## config.mk

```make
export PLATFORM = sky130hd
export DESIGN_NAME = matmul_output_drain
export DESIGN_NICKNAME = d
export VERILOG_FILES = /design/src/rtl/matmul_output_drain_pkg.sv /design/src/rtl/matmul_output_drain_index_counter.sv /design/src/rtl/matmul_output_drain.sv
export SDC_FILE = /design/constraint.sdc
export NUM_CORES = 1
export LEC_CHECK = 0
export ABC_AREA = 0
export BUFFER_PORTS_ARGS = -buffer_cell sky130_fd_sc_hd__buf_2
export CORE_MARGIN = 5
export CORE_UTILIZATION = 40
export DETAILED_ROUTE_END_ITERATION = 7
export PLACE_DENSITY_LB_ADDON = 0.2
export SYNTH_ARGS = -nofsm -noshare
export SYNTH_HDL_FRONTEND = slang
export SYNTH_HIERARCHICAL = 1
export SYNTH_SLANG_ARGS = --single-unit
```

## constraint.sdc

```tcl
create_clock -name clk -period 12.7 [get_ports clk]
set_clock_uncertainty 0.05 [all_clocks]
set_input_delay 1.27 -clock clk [delete_from_list [all_inputs] [get_ports clk]]
set_output_delay 1.27 -clock clk [all_outputs]
set_load 0.05 [all_outputs]
```

## src/rtl/matmul_output_drain_pkg.sv

```systemverilog
// Shared types and sizing helpers for the output-matrix drain.
// ELEMS/ROW_W/COL_W describe the default 4x4 geometry; instances derive their own via idx_w.
package matmul_drain_pkg;

   typedef enum logic [1:0] {
      IDLE    = 2'd0,
      CAPTURE = 2'd1,
      STREAM  = 2'd2,
      DONE    = 2'd3
   } drain_state_t;

   // Index width for a dimension of n entries, never narrower than one bit.
   function automatic int idx_w(input int n);
      return (n > 1) ? $clog2(n) : 1;
   endfunction

   localparam int DEF_ROWS = 4;
   localparam int DEF_COLS = 4;
   localparam int ELEMS    = DEF_ROWS * DEF_COLS;
   localparam int ROW_W    = idx_w(DEF_ROWS);
   localparam int COL_W    = idx_w(DEF_COLS);

endpackage

```

## src/rtl/matmul_output_drain_index_counter.sv

```systemverilog
// Row-major row/col walker: advances on en, wraps col into row, clears synchronously.
// is_last flags the final (ROWS-1, COLS-1) position.
module drain_index_counter
   import matmul_drain_pkg::*;
#(
   parameter int ROWS = DEF_ROWS,
   parameter int COLS = DEF_COLS,
   parameter int RW   = idx_w(ROWS),
   parameter int CW   = idx_w(COLS)
) (
   input  logic          clk,
   input  logic          rst,
   input  logic          clear,
   input  logic          en,
   output logic [RW-1:0] row,
   output logic [CW-1:0] col,
   output logic          is_last
);

   localparam logic [RW-1:0] ROW_MAX = RW'(ROWS - 1);
   localparam logic [CW-1:0] COL_MAX = CW'(COLS - 1);

   always_ff @(posedge clk) begin
      if (rst || clear) begin
         row <= '0;
         col <= '0;
      end else if (en) begin
         if (col == COL_MAX) begin
            col <= '0;
            row <= (row == ROW_MAX) ? '0 : row + 1'b1;
         end else begin
            col <= col + 1'b1;
         end
      end
   end

   assign is_last = (row == ROW_MAX) && (col == COL_MAX);

endmodule

```

## src/rtl/matmul_output_drain.sv

```systemverilog
// Snapshots a finished output tile and streams it row-major over valid/ready,
// then pulses done/clear_req so upstream accumulators can be zeroed.
module matmul_output_drain
   import matmul_drain_pkg::*;
#(
   parameter int ROWS      = DEF_ROWS,
   parameter int COLS      = DEF_COLS,
   parameter int WORD_SIZE = 16
) (
   input  logic                           clk,
   input  logic                           rst,
   input  logic                           start,
   input  logic [ROWS*COLS*WORD_SIZE-1:0] matrix_flat,
   input  logic                           out_ready,
   output logic                           out_valid,
   output logic [WORD_SIZE-1:0]           out_data,
   output logic [idx_w(ROWS)-1:0]         out_row,
   output logic [idx_w(COLS)-1:0]         out_col,
   output logic                           out_last,
   output logic                           busy,
   output logic                           done,
   output logic                           clear_req
);

   localparam int N_ELEMS = ROWS * COLS;
   localparam int IDX_W   = idx_w(N_ELEMS);

   // Handshake: a word transfers on a rising edge where out_valid && out_ready;
   // while out_valid is high and out_ready low, data/row/col/last hold stable.
   drain_state_t         state;
   logic [WORD_SIZE-1:0] snap [N_ELEMS];
   logic                 handshake;
   logic                 is_last;
   logic [IDX_W-1:0]     next_idx;

   assign handshake = out_valid & out_ready;
   assign out_last  = is_last & out_valid;
   // Row-major order makes the following element simply linear index + 1.
   assign next_idx  = IDX_W'(int'(out_row) * COLS + int'(out_col) + 1);

   drain_index_counter #(
      .ROWS (ROWS),
      .COLS (COLS),
      .RW   (idx_w(ROWS)),
      .CW   (idx_w(COLS))
   ) u_index (
      .clk     (clk),
      .rst     (rst),
      .clear   (state == DONE),
      .en      (handshake & ~is_last),
      .row     (out_row),
      .col     (out_col),
      .is_last (is_last)
   );

   always_ff @(posedge clk) begin
      if (state == IDLE && start) begin
         for (int i = 0; i < N_ELEMS; i++) begin
            snap[i] <= matrix_flat[i*WORD_SIZE +: WORD_SIZE];
         end
      end
   end

   always_ff @(posedge clk) begin
      if (rst) begin
         state     <= IDLE;
         out_valid <= 1'b0;
         out_data  <= '0;
         busy      <= 1'b0;
         done      <= 1'b0;
         clear_req <= 1'b0;
      end else begin
         done      <= 1'b0;
         clear_req <= 1'b0;
         case (state)
            IDLE: begin
               if (start) begin
                  busy  <= 1'b1;
                  state <= CAPTURE;
               end
            end
            CAPTURE: begin
               out_data  <= snap[0];
               out_valid <= 1'b1;
               state     <= STREAM;
            end
            STREAM: begin
               if (handshake) begin
                  if (is_last) begin
                     out_valid <= 1'b0;
                     busy      <= 1'b0;
                     done      <= 1'b1;
                     clear_req <= 1'b1;
                     state     <= DONE;
                  end else begin
                     out_data <= snap[next_idx];
                  end
               end
            end
            DONE: begin
               state <= IDLE;
            end
            default: begin
               state <= IDLE;
            end
         endcase
      end
   end

endmodule

```

==> run metrics <==
result of the run=finished, final reports clean; worst hold path class=flip-flop to flip-flop; overall overflow remaining after global route=0; Total Routed Length=about 27000 um; number of register bits inferred by synthesis=about 280; Worst Path Required=11.38 ns; post-detail-place hpwl=18800 um; Max VDD drop=106 uV; Top Ports=285; DRT iter0 DRCs=roughly 450; sequential-to-total area share from yosys stat=74.0%; Gate Count Post-Synth=544; library cell with the largest summed area after synthesis=edfxtp_1; RSZ-0062 raised after global routing=no; chain of cells forming the critical path=buf_4, buf_2; Final Instance Count excl. Fillers=1232; Tot GR Track Use=16.9%; Warnings, synthesis=6; starting utilization of the core area=between 40% and 50%; Final Net Count=1103; main area contributors after synthesis=edfxtp_1 69%, mux4_2 10%, dfxtp_1 4.5%; Sum Neg Setup Slack=0 ns; Primary FF master, synth=edfxtp_1; DR WL/cell=21.8 um; Worst Path Max Fanout=37; final estimated routing congestion in global placement=around 0.76; via count of the routed design=6270; final-report max-slew violation count=0; depth of the most critical reg-to-reg path=6; number of cells after detailed placement=1174; max-cap check violation count=0; Core Footprint=27100 um^2; critical path buffer and inverter count=2; Worst Setup Path Type=flip-flop to output port; number of antenna violations at the first check in global routing=1; share of synthesized registers carrying an async set or reset=0%; tightest slew margin relative to the limit=between 20% and 30%; overall power=slightly below 3 mW; sink count of the clock tree=281; Max H-tree Level=1; final worst path period need=3.82 ns; type of destination of the critical path=output port; Leak=5.08 nW; maximum buffer depth of the clock tree=3; area of the mapped netlist=11100 um^2; clock latency reported for the late side of the worst-skew pair=0.55 ns; Stages on worst setup path=2; register clock-pin slew on the reported worst setup and hold paths=0.06 ns; full die area=31100 um^2; Clock Tree Root=clkbuf_16; startpoint kind of the worst setup timing path=flip-flop; Crit-path slowest cell=dfxtp_4; power density over the cells=between 200 and 250 nW/um^2; final hold violation count=0; clock tree from TritonCTS=done; leading post-synthesis cells by instance count=256 x edfxtp_1, 51 x mux4_2, 25 x dfxtp_1; signal arrival time at the worst endpoint=~2.5 ns; setup fix buffers added after clock tree synthesis=0; setup violation total in the final timing report=0; share of the cycle needed by the critical path after routing=30.1%; DIE HEIGHT=about 180 um; growth of design area from synthesis to finish=24.6%; row count=60; actual slew at the worst max-slew pin=1.15 ns; drt via density=5.09; most frequently used cell type in the post-synthesis netlist=edfxtp_1; count of unique library cells instantiated by Yosys=47; upper clock frequency limit=roughly 260 MHz; Mapped Nets=about 810; post-detailed-placement cell area=12800 um^2; proportion of layout cells with a drive suffix above 1=between 40% and 50%; largest net degree at the start of global routing=92; post-route cell area=13800 um^2; number of gates resized after cts=0; mean instance size in the synthesized netlist=approximately 20 um^2; Crit path max-delay family=buffers and inverters; # port buffers=~280; number of DRC violations after detailed routing=0; first-pass iteration count of the detailed router=6; antenna viol nets, final=0; number of enable-type register cells in the synthesized netlist=256; stage delay of the slowest cell on the critical path=0.80 ns; number of global-route vias before repair=7027; count of cells along the worst hold path=2; CTS Buf Count=31; hold bufs inserted after CTS=0; global-route wire length before repair=40100 um; die outline width=between 150 and 200 um; share of the synthesized area in the top cell type=69.4%
worst paths after layout:
kind	startpoint	endpoint	slack, ns
worst max-delay path	u_index/col[0]	out_col[0]	8.88
worst min-delay path	busy	busy	0.44
worst max register to register	u_index/col[0]	out_data[1]	9.52
worst min register to register	busy	busy	0.44
worst min-delay path, stage by stage, from the launching register on:
cell and delay [ns]:
dfxtp_1 0.32, mux2i_1 0.07, nor2_1 0.07
stage by stage:
step           worst slack [ns]  utilization (%)  hold slack (ns)
2_1_floorplan              4.98                -            0.420
3_3_place_gp               9.11             47.2            0.426
3_5_place_dp               8.94             47.2            0.431
4_1_cts                    8.72             50.9            0.441
5_1_grt                    8.62             50.9            0.457
6_report                   8.88             50.9            0.441
per-layer routing:
layer	track usage, %	wire length [um]
met4	3.51	529
met2	29.4	13700
met5	0	0
met1	21.2	10500
met3	4.69	2080
power by group:
| part | internal (mW) | switching, mW | total (mW) |
|---|---|---|---|
| Sequential | 1.29 | 0.0761 | 1.37 |
| Combinational | 0.249 | 0.403 | 0.651 |
| Clock | 0.520 | 0.345 | 0.865 |
layout make-up:
| type | instances | area, um^2 |
|---|---|---|
| Fill cell | 2253 | 13300 |
| Sequential cell | 281 | 8190 |
| Multi-Input combinational cell | 223 | 2650 |
| Timing Repair Buffer | 288 | 1450 |
| Clock buffer | 42 | 837 |
| Tap cell | 372 | 465 |
| Clock inverter | 15 | 153 |
| Inverter | 10 | 37.5 |
| Antenna cell | 1 | 2.50 |
cell families after synthesis:
kind of cell / Yosys count / synth area share, %
DFF: 281 / 74.0
muxes: 83 / 15.3
AOI/OAI and AO/OA: 72 / 4.66
and+or+nand+nor: 58 / 2.63
buffers and inverters: 40 / 2.26
adders and majority gates: 8 / 0.904
xor gates and xnor gates: 2 / 0.226
flip-flops by register name (all words and copies together) (netlist names):
register / cells
state: 2
busy: 1
out_valid: 1
out_data: 16
u_index/col: 2
clear_req: 1
snap: 256
u_index/row: 2
placed cells by master, fill, tap and decap left out, types with 2 or more instances in the layout:
cell	count
o21ai_1	5
edfxtp_1	256
a21oi_1	12
nand2b_1	4
nor3_1	6
nor2_1	12
clkinv_1	3
nand2_1	17
ha_1	7
a221oi_1	12
mux2i_1	3
a2bb2oi_1	4
buf_2	284
and2_1	3
mux4_2	51
or3_1	5
nor2b_1	2
clkbuf_8	2
clkinv_2	7
buf_4	4
inv_1	10
mux2_2	16
a21bo_2	2
mux4_1	12
nand3_1	2
bufinv_16	3
o21ai_0	17
clkbuf_1	9
a222oi_1	11
dfxtp_1	24
clkbuf_16	31
(Power assumes the default switching activity.)
